===== src/rtl/pipe_pkg.sv =====
// Shared sizing helpers, legal parameter ranges and the buffer operation encoding
// used by pipe_stage_buf and its storage.
package pipe_pkg;

  localparam int unsigned WIDTH_MIN = 1;
  localparam int unsigned WIDTH_MAX = 512;
  localparam int unsigned DEPTH_MIN = 1;
  localparam int unsigned DEPTH_MAX = 8;

  // Per-cycle buffer operation, packed as {push, pop}.
  typedef enum logic [1:0] {
    OP_NONE = 2'b00,
    OP_POP  = 2'b01,
    OP_PUSH = 2'b10,
    OP_BOTH = 2'b11
  } buf_op_e;

  function automatic int unsigned ptr_width(input int unsigned depth);
    return (depth > 1) ? $clog2(depth) : 1;
  endfunction

  function automatic int unsigned cnt_width(input int unsigned depth);
    return $clog2(depth + 1);
  endfunction

  function automatic logic in_range(input int unsigned v, input int unsigned lo,
                                    input int unsigned hi);
    return (v >= lo) && (v <= hi);
  endfunction

endpackage


===== src/rtl/pipe_buf_mem.sv =====
// DEPTH x WIDTH register storage: one write port, one asynchronous read port,
// synchronous clear and asynchronous clear on resetn.
module pipe_buf_mem
  import pipe_pkg::*;
#(
  parameter  int unsigned WIDTH = 32,
  parameter  int unsigned DEPTH = 2,
  localparam int unsigned PTR_W = ptr_width(DEPTH)
) (
  input  logic             clk,
  input  logic             resetn,
  input  logic             clr,
  input  logic             we,
  input  logic [PTR_W-1:0] waddr,
  input  logic [WIDTH-1:0] wdata,
  input  logic [PTR_W-1:0] raddr,
  output logic [WIDTH-1:0] rdata
);

  logic [WIDTH-1:0] mem_q [DEPTH];

  always_ff @(posedge clk or negedge resetn) begin
    if (!resetn) begin
      for (int unsigned i = 0; i < DEPTH; i++) mem_q[i] <= '0;
    end else if (clr) begin
      for (int unsigned i = 0; i < DEPTH; i++) mem_q[i] <= '0;
    end else if (we) begin
      mem_q[waddr] <= wdata;
    end
  end

  always_comb begin
    rdata = mem_q[raddr];
  end

endmodule


===== src/rtl/pipe_stage_buf.sv =====
// Circular-buffer pipeline stage with flush and stall.
// Define PIPE_STAGE_BYPASS_EN for zero-latency fall-through when the buffer is empty.
module pipe_stage_buf
  import pipe_pkg::*;
#(
  parameter  int unsigned WIDTH = 32,
  parameter  int unsigned DEPTH = 2,
  localparam int unsigned CNT_W = cnt_width(DEPTH)
) (
  input  logic             clk,
  input  logic             resetn,
  input  logic             flush,
  input  logic             stall,
  input  logic             in_valid,
  output logic             in_ready,
  input  logic [WIDTH-1:0] in_data,
  output logic             out_valid,
  input  logic             out_ready,
  output logic [WIDTH-1:0] out_data,
  output logic [CNT_W-1:0] count
);

  localparam int unsigned      PTR_W    = ptr_width(DEPTH);
  localparam logic [PTR_W-1:0] PTR_LAST = PTR_W'(DEPTH - 1);
  localparam logic [CNT_W-1:0] CNT_FULL = CNT_W'(DEPTH);

  if (!in_range(WIDTH, WIDTH_MIN, WIDTH_MAX)) begin : g_bad_width
    $error("pipe_stage_buf: WIDTH=%0d outside %0d..%0d", WIDTH, WIDTH_MIN, WIDTH_MAX);
  end
  if (!in_range(DEPTH, DEPTH_MIN, DEPTH_MAX)) begin : g_bad_depth
    $error("pipe_stage_buf: DEPTH=%0d outside %0d..%0d", DEPTH, DEPTH_MIN, DEPTH_MAX);
  end

  logic [PTR_W-1:0] rptr_q, rptr_d;
  logic [PTR_W-1:0] wptr_q, wptr_d;
  logic [CNT_W-1:0] cnt_q, cnt_d;
  logic [WIDTH-1:0] rdata;
  logic             empty, full, bypass, push, pop;
  buf_op_e          op;

  function automatic logic [PTR_W-1:0] ptr_inc(input logic [PTR_W-1:0] p);
    return (p == PTR_LAST) ? '0 : p + 1'b1;
  endfunction

  assign empty    = (cnt_q == '0);
  assign full     = (cnt_q == CNT_FULL);
  assign in_ready = ~stall & ~full;
  assign count    = cnt_q;

`ifdef PIPE_STAGE_BYPASS_EN
  assign bypass = empty & ~stall & ~flush & in_valid;
`else
  assign bypass = 1'b0;
`endif

  always_comb begin
    out_valid = bypass | (~stall & ~empty);
    out_data  = '0;
    if (bypass) begin
      out_data = in_data;
    end else if (out_valid) begin
      out_data = rdata;
    end
  end

  // A fall-through word taken downstream is never stored; the empty buffer is never popped.
  assign push = in_valid & in_ready & ~flush & ~(bypass & out_ready);
  assign pop  = out_valid & out_ready & ~flush & ~bypass;
  assign op   = buf_op_e'({push, pop});

  always_comb begin
    rptr_d = rptr_q;
    wptr_d = wptr_q;
    cnt_d  = cnt_q;
    if (push) wptr_d = ptr_inc(wptr_q);
    if (pop)  rptr_d = ptr_inc(rptr_q);
    case (op)
      OP_PUSH: cnt_d = cnt_q + 1'b1;
      OP_POP:  cnt_d = cnt_q - 1'b1;
      default: cnt_d = cnt_q;
    endcase
    if (flush) begin
      rptr_d = '0;
      wptr_d = '0;
      cnt_d  = '0;
    end
  end

  always_ff @(posedge clk or negedge resetn) begin
    if (!resetn) begin
      rptr_q <= '0;
      wptr_q <= '0;
      cnt_q  <= '0;
    end else begin
      rptr_q <= rptr_d;
      wptr_q <= wptr_d;
      cnt_q  <= cnt_d;
    end
  end

  pipe_buf_mem #(
    .WIDTH(WIDTH),
    .DEPTH(DEPTH)
  ) u_mem (
    .clk   (clk),
    .resetn(resetn),
    .clr   (flush),
    .we    (push),
    .waddr (wptr_q),
    .wdata (in_data),
    .raddr (rptr_q),
    .rdata (rdata)
  );

endmodule


===== config.mk =====
export PLATFORM = sky130hd
export DESIGN_NAME = pipe_stage_buf
export DESIGN_NICKNAME = d
export VERILOG_FILES = /design/src/rtl/pipe_pkg.sv /design/src/rtl/pipe_buf_mem.sv /design/src/rtl/pipe_stage_buf.sv
export SDC_FILE = /design/constraint.sdc
export NUM_CORES = 1
export LEC_CHECK = 0
export BUFFER_PORTS_ARGS = -buffer_cell sky130_fd_sc_hd__buf_2
export CELL_PAD_IN_SITES_DETAIL_PLACEMENT = 1
export CELL_PAD_IN_SITES_GLOBAL_PLACEMENT = 2
export CORE_MARGIN = 2
export CORE_UTILIZATION = 37
export DETAILED_ROUTE_END_ITERATION = 8
export PLACE_DENSITY = 0.86
export SKIP_LAST_GASP = 1
export SYNTH_ARGS = -nofsm -noshare
export SYNTH_HDL_FRONTEND = slang
export SYNTH_SLANG_ARGS = --single-unit

===== constraint.sdc =====
create_clock -name clk -period 2.3 [get_ports clk]
set_input_delay 0.115 -clock clk [delete_from_list [all_inputs] [get_ports clk]]
set_output_delay 0.115 -clock clk [all_outputs]
set_load 0.005 [all_outputs]

==> impl_metrics.yaml <==
route:
  drt_drc_violations_left: 0
  route.vias.total: 2270
  drt-initial-drc-count: 116
  avgRoutedWirePerCell_um: 17.7
  routed_wl_um: 7590
  ant_nets: 0
  viasPerCell: 5.30
  first_pass_iters: 4
floorplan:
  rows: 32
  core_mm2: 0.00781
  fp.dieH_um: 94.3
  die_area_mm2: 0.00890
  ios: 74
  initial_utilization_pct: 38.7
  die-width_um: 94.3
synth:
  synthCells: 246
  synth_area_per_cell_um2: 12.3
  synth_cell_types: 22
  syn_nets: 284
  synth_area_leaders: "dfrtp_1 (56%), a22o_1 (19%), mux2i_1 (11%)"
  synth-seq-cells: 68
  syn_area_mm2: 0.00302
  synth_common_cells: "dfrtp_1 (68), a22o_1 (64), mux2i_1 (33), nor2_1 (33), buf_2 (12)"
  synth-edff-count: 0
  ys_warn_count: 0
  yosysMostFrequentCell: "dfrtp_1"
  synth_top_area_cell: "dfrtp_1"
  synth_flop_cell: "dfrtp_1"
  synth_top_area_share_pct: 56.4
  synth_seq_area_share_pct: 56.4
  synthArstFlopShare_pct: 100
worst_setup_path:
  cp.arrival_ns: 1.85
  worstSetupPathType: "reg2out"
  reg2reg_to: "u_mem.mem_q[60]$_DFFE_PN0P_"
  cp.required_ns: 2.18
  r2r_start: "count[0]$_DFFE_PN0P_"
  ff2ff_setup_slack_ns: 0.54
  r2r_cells: 4
  critPathMaxFanout: 21
  worst_setup_path_start_kind: "flop"
  crit_path_end_kind: "output port"
pwr:
  powerDensity_mw_per_mm2: 710
  leakage_nw: 1.78
  peakVddDrop_mv: 0.301
clocking:
  clock-root-buffer: "clkbuf_8"
  cts.clk_slew.worst_paths_ns: 0.08
  post_cts_buffers: 0
  clk-insertion-delay-late_ns: 0.33
  tritoncts: "done"
  clockBufferDepth: 2
  post_cts_resized: 0
  clock_sinks: 68
  htree_levels: 3
  cts_buffers: 9
placement:
  dp.final_hpwl_um: 4990
  place_inst: 408
  gp_congestion: 0.760
  portBuffers: 73
sta:
  hold_viol_final: 0
  whs_ns: 0.0154
  finalMaxSlewViolations: 0
  max-slew-margin-rel_pct: 43.8
  finalSetupTns_ns: 0
  fin_crit_ns: 1.96
  rsz0062_at_grt: "no"
  min_period_over_period_pct: 85.2
  max_freq_ghz: 0.510
  fin_skew_ns: 0.00752
  finalSetupViolations: 0
  tightest_slew_ns: 0.844
job:
  cap_violations: 0
finish:
  layout-drive-gt1-share_pct: 31.9
  instances_no_fill: 428
  seqCellArea_mm2: 0.00170
  layout.nets: 359
  fillers: 854
  area_growth_pct: 25.9
  n_antenna_cell: 0
  multi_input_area_mm2: 0.00124
global_route:
  antenna_found_initial: 1
  grt-ovfl-total: 0
  grt_max_degree: 69
  grt_pass1_wl_um: 12800
  first_global_vias: 2492
  grt_use_total_pct: 18.5
hold_path:
  min_to: "u_mem.mem_q[25]$_DFFE_PN0P_"
  hp-start: "in_data[25]"
  worstHoldPathType: "in2reg"
  whs_path_depth: 2
run_status:
  status: "completed"
## how the worst max path moves through the flow
stage	from	end	slack [ns]
after floorplan	count[0]$_DFFE_PN0P_	u_mem.mem_q[10]$_DFFE_PN0P_	0.93
after global placement	count[0]$_DFFE_PN0P_	u_mem.mem_q[37]$_DFFE_PN0P_	0.60
after detailed placement	count[0]$_DFFE_PN0P_	u_mem.mem_q[40]$_DFFE_PN0P_	0.53
after CTS	count[1]$_DFFE_PN0P_	out_data[10]	0.25
after global routing	count[0]$_DFFE_PN0P_	out_data[8]	0.16
final	count[1]$_DFFE_PN0P_	out_data[10]	0.34
## area by class of cell
| type | count | area share [%] |
|---|---|---|
| timing repair buffer | 84 | 12.5 |
| clock buffer | 10 | 3.36 |
| multi-input combinational | 155 | 32.8 |
| sequential | 68 | 44.8 |
| tap | 102 | 3.36 |
| inverter | 3 | 0.296 |
| clock inverter | 6 | 2.93 |
## logic make-up (layout without fill, tap and decap cells)
kind of cell / after synthesis / count (layout) / share of synthesized area (%)
xor+xnor: 1 / 1 / 0.290
buf+inv: 23 / 103 / 3.73
compound gates: 76 / 76 / 20.9
simple gates: 45 / 45 / 7.79
mux: 33 / 33 / 10.9
flops: 68 / 68 / 56.4
## cell usage in the layout (no fill, tap or decap)
cell type,count
clkbuf_8,9
xnor2_1,1
dlygate4sd3_1,4
mux2i_1,33
buf_2,72
clkbuf_1,1
or3_1,2
o21bai_4,1
nand3_1,1
bufinv_16,3
o21ai_1,1
nor2b_4,1
a22o_1,64
inv_1,1
inv_2,2
dfrtp_1,67
nor2_1,33
o21ai_0,2
nand2b_1,4
a21oi_1,5
buf_12,1
nor4_4,2
buf_4,7
o32ai_1,1
a31oi_4,2
clkinv_2,1
clkinvlp_4,1
inv_6,1
dfrtp_2,1
nor2b_1,2
## routing by layer
| layer | vias up | track usage [%] | share of wire [%] |
|---|---|---|---|
| met5 | - | 0 | 0.17 |
| met1 | 1147 | 25.6 | 46 |
| li1 | 1061 | - | - |
| met4 | 2 | 4.35 | 0.026 |
| met2 | 58 | 30.1 | 49 |
| met3 | 2 | 3.93 | 4.8 |
## registers in the layout, summed over array words and instances, names as in the netlist
register / cells
count: 2
u_mem.mem_q: 64
wptr_q: 1
rptr_q: 1
## repair_timing
| action | in CTS | in global routing |
|---|---|---|
| endpoints found under the setup margin | 0 | 0 |
| endpoints found under the hold margin | 71 | 0 |
| hold buffers | 4 | 0 |
## through the flow
stage	utilization [%]	total power, mW	cell area (µm²)	worst slack [ns]
2_1_floorplan	-	1.41	3020	0.929
3_3_place_gp	45.1	1.52	3520	0.600
3_5_place_dp	45.1	1.53	3520	0.531
4_1_cts	48.7	2.74	3800	0.249
5_1_grt	48.7	2.80	3800	0.161
6_report	48.7	2.70	3800	0.339
## report_power, final
group	internal [mW]	total [mW]	switching [mW]	leakage [nW]
logic	0.103	0.239	0.136	0.732
clock network	0.723	1.19	0.464	0.117
registers	1.23	1.27	0.0352	0.934
total	2.06	2.70	0.636	1.78
## critical path, cell delays in order (launching register included)
cell and delay (ns):
dfrtp_1 0.48, o21bai_4 0.52, buf_4 0.31, nor2_1 0.07, buf_2 0.13
(Power assumes the default switching activity.)
